--- src/rtl/mig_if_pkg.sv ---
// Shared types and constants for the MIG command issuer: app command codes,
// command-entry layout and issue FSM state encoding.
package mig_if_pkg;

    localparam int DEF_DW = 128;
    localparam int DEF_AW = 28;
    localparam int DEF_MW = DEF_DW / 8;

    localparam logic [2:0] APP_CMD_RD = 3'b001;
    localparam logic [2:0] APP_CMD_WR = 3'b000;

    // Entry layout, MSB first: {rw, addr, mask, wdata}
    function automatic int cq_w(input int aw, input int mw, input int dw);
        return 1 + aw + mw + dw;
    endfunction

    function automatic int cq_rw_bit(input int aw, input int mw, input int dw);
        return aw + mw + dw;
    endfunction

    function automatic int cq_addr_lsb(input int mw, input int dw);
        return mw + dw;
    endfunction

    function automatic int cq_mask_lsb(input int dw);
        return dw;
    endfunction

    localparam int CQ_W = 1 + DEF_AW + DEF_MW + DEF_DW;

    typedef enum logic {
        IDLE  = 1'b0,
        ISSUE = 1'b1
    } state_e;

endpackage

--- src/rtl/mig_rd_return.sv ---
// Read-return path: tracks outstanding reads, registers MIG read data into the return FIFO (1 cycle).
// MIG cannot be stalled, so data arriving while the FIFO is full is dropped and flagged sticky in ovf_err.
module mig_rd_return #(
    parameter int DW         = 128,
    parameter int MAX_RD_OUT = 2
) (
    input  logic          clk,
    input  logic          rst,
    input  logic          rd_issue,
    input  logic          app_rd_data_valid,
    input  logic [DW-1:0] app_rd_data,
    input  logic          rq_wqfull,
    output logic          rq_wen,
    output logic [DW-1:0] rq_wdata,
    output logic          ovf_err,
    output logic          rd_room
);

    localparam int CW = $clog2(MAX_RD_OUT + 1);
    localparam logic [CW-1:0] MAX_C = CW'(MAX_RD_OUT);

    logic [CW-1:0] rd_out_q, rd_out_d;
    logic          rq_wen_q, rq_wen_d;
    logic [DW-1:0] rq_wdata_q, rq_wdata_d;
    logic          ovf_err_q, ovf_err_d;

    always_comb begin
        rd_out_d   = rd_out_q;
        ovf_err_d  = ovf_err_q;
        rq_wen_d   = app_rd_data_valid & ~rq_wqfull;
        rq_wdata_d = rq_wdata_q;

        if (rd_issue && !app_rd_data_valid) begin
            rd_out_d = rd_out_q + 1'b1;
        end else if (!rd_issue && app_rd_data_valid) begin
            // A return with nothing outstanding means accounting is broken.
            if (rd_out_q == '0) begin
                ovf_err_d = 1'b1;
            end else begin
                rd_out_d = rd_out_q - 1'b1;
            end
        end

        if (app_rd_data_valid) begin
            rq_wdata_d = app_rd_data;
            if (rq_wqfull) begin
                ovf_err_d = 1'b1;
            end
        end
    end

    always_ff @(posedge clk) begin
        if (rst) begin
            rd_out_q   <= '0;
            rq_wen_q   <= 1'b0;
            rq_wdata_q <= '0;
            ovf_err_q  <= 1'b0;
        end else begin
            rd_out_q   <= rd_out_d;
            rq_wen_q   <= rq_wen_d;
            rq_wdata_q <= rq_wdata_d;
            ovf_err_q  <= ovf_err_d;
        end
    end

    assign rq_wen   = rq_wen_q;
    assign rq_wdata = rq_wdata_q;
    assign ovf_err  = ovf_err_q;
    assign rd_room  = (rd_out_q < MAX_C);

endmodule

--- src/rtl/mig_cmd_issuer.sv ---
// Pops command-FIFO entries and drives the MIG app command/write-data channels; app_en 1 cycle after pop.
// Holds app_en/app_wdf_wren until accepted; reads are not popped while MAX_RD_OUT are outstanding or the return FIFO is full.
module mig_cmd_issuer
    import mig_if_pkg::*;
#(
    parameter int DW         = DEF_DW,
    parameter int AW         = DEF_AW,
    parameter int MW         = DW / 8,
    parameter int MAX_RD_OUT = 2
) (
    input  logic              clk,
    input  logic              rst,
    input  logic              cq_rqempty,
    input  logic [AW+MW+DW:0] cq_rdata,
    output logic              cq_rnext,
    output logic              app_en,
    output logic [2:0]        app_cmd,
    output logic [AW-1:0]     app_addr,
    input  logic              app_rdy,
    output logic              app_wdf_wren,
    output logic              app_wdf_end,
    output logic [DW-1:0]     app_wdf_data,
    output logic [MW-1:0]     app_wdf_mask,
    input  logic              app_wdf_rdy,
    input  logic              app_rd_data_valid,
    input  logic [DW-1:0]     app_rd_data,
    output logic              rq_wen,
    output logic [DW-1:0]     rq_wdata,
    input  logic              rq_wqfull,
    output logic              ovf_err
);

    localparam int RW_BIT   = cq_rw_bit(AW, MW, DW);
    localparam int ADDR_LSB = cq_addr_lsb(MW, DW);
    localparam int MASK_LSB = cq_mask_lsb(DW);

    state_e        state_q, state_d;
    logic          cmd_done_q, cmd_done_d;
    logic          wdf_done_q, wdf_done_d;
    logic          is_rd_q, is_rd_d;
    logic [2:0]    cmd_q, cmd_d;
    logic [AW-1:0] addr_q, addr_d;
    logic [MW-1:0] mask_q, mask_d;
    logic [DW-1:0] data_q, data_d;

    logic entry_rw, pop_ok, pop, cmd_acc, wdf_acc, rd_room;

    assign entry_rw     = cq_rdata[RW_BIT];
    assign pop_ok       = ~cq_rqempty & (~entry_rw | (rd_room & ~rq_wqfull));
    assign app_en       = (state_q == ISSUE) & ~cmd_done_q;
    assign app_wdf_wren = (state_q == ISSUE) & ~wdf_done_q;
    assign app_wdf_end  = app_wdf_wren;
    assign cmd_acc      = app_en & app_rdy;
    assign wdf_acc      = app_wdf_wren & app_wdf_rdy;

    always_comb begin
        state_d    = state_q;
        cmd_done_d = cmd_done_q;
        wdf_done_d = wdf_done_q;
        is_rd_d    = is_rd_q;
        cmd_d      = cmd_q;
        addr_d     = addr_q;
        mask_d     = mask_q;
        data_d     = data_q;
        pop        = 1'b0;

        case (state_q)
            IDLE: begin
                if (pop_ok) begin
                    pop        = 1'b1;
                    is_rd_d    = entry_rw;
                    cmd_d      = entry_rw ? APP_CMD_RD : APP_CMD_WR;
                    addr_d     = cq_rdata[ADDR_LSB +: AW];
                    mask_d     = cq_rdata[MASK_LSB +: MW];
                    data_d     = cq_rdata[DW-1:0];
                    cmd_done_d = 1'b0;
                    // Reads carry no write data, so that channel is done up front.
                    wdf_done_d = entry_rw;
                    state_d    = ISSUE;
                end
            end
            ISSUE: begin
                if (cmd_acc) cmd_done_d = 1'b1;
                if (wdf_acc) wdf_done_d = 1'b1;
                if ((cmd_done_q | cmd_acc) && (wdf_done_q | wdf_acc)) begin
                    cmd_done_d = 1'b0;
                    wdf_done_d = 1'b0;
                    state_d    = IDLE;
                end
            end
            default: state_d = IDLE;
        endcase
    end

    always_ff @(posedge clk) begin
        if (rst) begin
            state_q    <= IDLE;
            cmd_done_q <= 1'b0;
            wdf_done_q <= 1'b0;
            is_rd_q    <= 1'b0;
            cmd_q      <= '0;
            addr_q     <= '0;
            mask_q     <= '0;
            data_q     <= '0;
        end else begin
            state_q    <= state_d;
            cmd_done_q <= cmd_done_d;
            wdf_done_q <= wdf_done_d;
            is_rd_q    <= is_rd_d;
            cmd_q      <= cmd_d;
            addr_q     <= addr_d;
            mask_q     <= mask_d;
            data_q     <= data_d;
        end
    end

    assign cq_rnext     = pop & ~rst;
    assign app_cmd      = cmd_q;
    assign app_addr     = addr_q;
    assign app_wdf_data = data_q;
    assign app_wdf_mask = mask_q;

    mig_rd_return #(
        .DW         (DW),
        .MAX_RD_OUT (MAX_RD_OUT)
    ) u_rd_return (
        .clk               (clk),
        .rst               (rst),
        .rd_issue          (cmd_acc & is_rd_q),
        .app_rd_data_valid (app_rd_data_valid),
        .app_rd_data       (app_rd_data),
        .rq_wqfull         (rq_wqfull),
        .rq_wen            (rq_wen),
        .rq_wdata          (rq_wdata),
        .ovf_err           (ovf_err),
        .rd_room           (rd_room)
    );

endmodule

--- config.mk ---
export PLATFORM = sky130hd
export DESIGN_NAME = mig_cmd_issuer
export DESIGN_NICKNAME = d
export VERILOG_FILES = /design/src/rtl/mig_if_pkg.sv /design/src/rtl/mig_rd_return.sv /design/src/rtl/mig_cmd_issuer.sv
export SDC_FILE = /design/constraint.sdc
export NUM_CORES = 1
export LEC_CHECK = 0
export ABC_AREA = 1
export CAP_MARGIN = 10
export CORE_AREA = 4 4 237 239
export CTS_CLUSTER_DIAMETER = 80
export DETAILED_ROUTE_END_ITERATION = 6
export DIE_AREA = 0 0 241 243
export PLACE_DENSITY_LB_ADDON = 0.08
export SYNTH_ARGS = -nofsm -noshare
export SYNTH_HDL_FRONTEND = slang
export SYNTH_SLANG_ARGS = --single-unit
--- constraint.sdc ---
create_clock -name clk -period 4.47 [get_ports clk]
set_input_delay 0.6705 -clock clk [delete_from_list [all_inputs] [get_ports clk]]
set_output_delay 0.6705 -clock clk [all_outputs]
set_load 0.005 [all_outputs]
==> flow_summary.json <==
{
  "first_pass_iters": 4,
  "synth-main-ff-cell": "dfxtp_1",
  "place_inst": 2580,
  "path_class": "input port to output pin",
  "power.density_mw_per_mm2": 392,
  "cap_viol_max_count": 0,
  "gr-usage-met1": 0.164,
  "dpl_cell_area_sq_mm": 0.0175,
  "synth_area_sq_mm": 0.0110,
  "grt_util_met3": 0.0870,
  "fp.dieW_um": 241,
  "cp.required_ns": 3.80,
  "grt_pass1_vias": 10635,
  "ctsLongestPathBuffers": 3,
  "wl_per_cell_um": 17.8,
  "max_stage_delay_ns": 0.54,
  "cts_num_sinks": 308,
  "critPathMaxFanout": 59,
  "worstPathArrival_ns": 2.50,
  "fin_hold_ws_ns": 0.441,
  "vias": 10868,
  "cts_tree": "done",
  "core_region_area_sq_mm": 0.0538,
  "cpMostUsedCell": "clkdlybuf4s50_1",
  "busiest_layer": "met2",
  "hold_buffers": 0,
  "path_cells": "clkdlybuf4s50_1, inv_6, nand4_1, inv_1, clkdlybuf4s50_1",
  "clkLatencyLatePin_ns": 0.53,
  "skew_ns": 0.0130,
  "start_kind": "input port",
  "hpwlAfterDp_um": 33800,
  "ys_top_cells_by_count": "308 x dfxtp_1, 262 x nor2_1, 182 x inv_1",
  "h-tree-depth": 2,
  "violations": "slew limit",
  "worst_slew_pin_slew_ns": 1.58,
  "portBuffers": 614,
  "leakagePower_nw": 7.20,
  "fin_cells": 2656,
  "cts_buffers": 40,
  "grt_max_degree": 249,
  "fp.dieH_um": 243,
  "grt.overflow.total": 0,
  "drcViolationCount": 0,
  "ant_nets": 0,
  "yosys-top-cells-area": "dfxtp_1 56%, nor2_1 8.9%, a21oi_1 8.0%",
  "syn_to_final_growth_pct": 70.1,
  "synth_edf_count": 0,
  "fin_tns_setup_ns": 0,
  "rsz0062_at_grt": "false",
  "hold_violations": 0,
  "synth-seq-cells": 308,
  "status": "finished with violations",
  "drive_gt1_frac": 0.0333,
  "end_kind": "output pin",
  "netlist.area_leader.share": 0.558,
  "gp_congestion": 0.769,
  "synth_most_common_cell": "dfxtp_1",
  "yosys.area.top_type": "dfxtp_1",
  "cts_setup_buffers": 0,
  "yosysWarnings": 0,
  "clkSlewWorstSetupHoldPaths_ns": 0.05,
  "dieArea_sq_mm": 0.0586,
  "async_reset_ff_frac": 0,
  "hold_path.class": "register to register",
  "ctsResizeCount": 0,
  "avgSynthCellArea_sq_um": 8.08,
  "setup_viol": 0,
  "slew_headroom": -0.0546,
  "drt_iter0_drc": 466,
  "syn_inst": 1366,
  "ys_seq_area_frac": 0.558,
  "nets": 2236,
  "grtUsageTotal": 0.152,
  "crit_slowest_cell": "clkdlybuf4s50_1",
  "final_max_slew_viol_count": 101,
  "wl_um": 47300,
  "ys_types": 25,
  "pre_cts_ws_ns": 1.28,
  "fmax_mhz": 315,
  "finalWorstSetupSlack_ns": 1.30,
  "grt_pass1_wl_um": 68600,
  "finish.instance_area_sq_mm": 0.0188,
  "ir_drop_mv": 0.198,
  "antenna_found_initial": 17,
  "min_period_ns": 3.17,
  "grt_use_met2": 0.255,
  "io-pin-count": 617,
  "period_share": 0.710,
  "viasPerCell": 4.09,
  "clock-root-buffer": "clkbuf_16",
  "start_util": 0.205,
  "rows": 85
}
==> worst max-delay path, delay by kind of cell <==
kind                   cells  cell delay (ns)
buffers and inverters      4             1.63
AND/OR/NAND/NOR            1             0.19
==> stage by stage <==
step                       util  power, W
final                     0.349   0.00736
after global routing      0.349   0.00776
after CTS                 0.349   0.00753
after detailed placement  0.326   0.00440
after global placement    0.326   0.00439
after floorplan               -   0.00356
==> registers in the layout, indices dropped and copies added, names as in the netlist, 2 cells and up <==
| register | count |
|---|---|
| app_addr | 28 |
| u_rd_return.rd_out_q | 2 |
| u_rd_return.rq_wdata | 128 |
| app_wdf_mask | 16 |
| app_wdf_data | 128 |
==> layer usage <==
layer  vias to the layer above  share of wire
met3                        73           0.13
met2                       410           0.47
met4                        14          0.020
met5                         -         0.0022
met1                      4865           0.38
li1                       5506              -
==> cells by family after synthesis <==
family,synth area share
buf+inv,0.118
xor+xnor,0.000793
fa+ha+maj,0.00227
flops,0.558
compound gates,0.221
other cells,0.000340
simple gates,0.0989
==> layout by cell type, fill, tap and decap left out <==
master,netlist,routed
o21ai_1,127,127
clkinv_2,0,3
xor2_1,1,1
buf_12,0,3
o21ai_4,1,1
nor3_1,3,3
inv_6,0,1
nand4_1,1,1
conb_1,1,2
nand2_1,10,10
o21ai_0,175,175
dfxtp_1,308,308
a21oi_1,176,176
clkdlybuf4s50_1,0,613
clkbuf_16,0,41
nand3b_1,1,1
clkbuf_1,43,15
diode_2,0,8
ha_1,2,2
a31oi_1,3,3
clkbuf_8,0,9
nor2_1,262,262
nand3_1,5,5
inv_4,0,1
nand3_4,1,1
inv_2,1,1
inv_1,182,181
buf_4,6,4
a21o_1,2,2
==> cell type report <==
class,instances,area [sq um]
clock inverter,3,15.0
timing repair buffer,620,6230
inverter,184,698
sequential,308,6170
fill,5607,35000
multi-input combinational,772,3580
clock buffer,65,1210
tap,696,871
antenna,8,20.0
==> power breakdown <==
group	switching, W	leakage [nW]	internal (W)
Combinational	0.000516	4.05	0.000733
Sequential	0.000107	2.55	0.00297
Clock	0.00120	0.599	0.00183
==> path summary, 6_finish.rpt <==
path / startpoint / endpoint / slack, ns / depth (start not counted)
worst max register to register: u_rd_return.rd_out_q[1] / app_wdf_mask[10] / 2.36 / 5
worst min-delay path: app_addr[13] / app_addr[13] / 0.44 / 2
worst min register to register: app_addr[13] / app_addr[13] / 0.44 / 2
worst max-delay path: rst / cq_rnext / 1.30 / 5
Note: power is estimated with default switching activity, not from simulation.
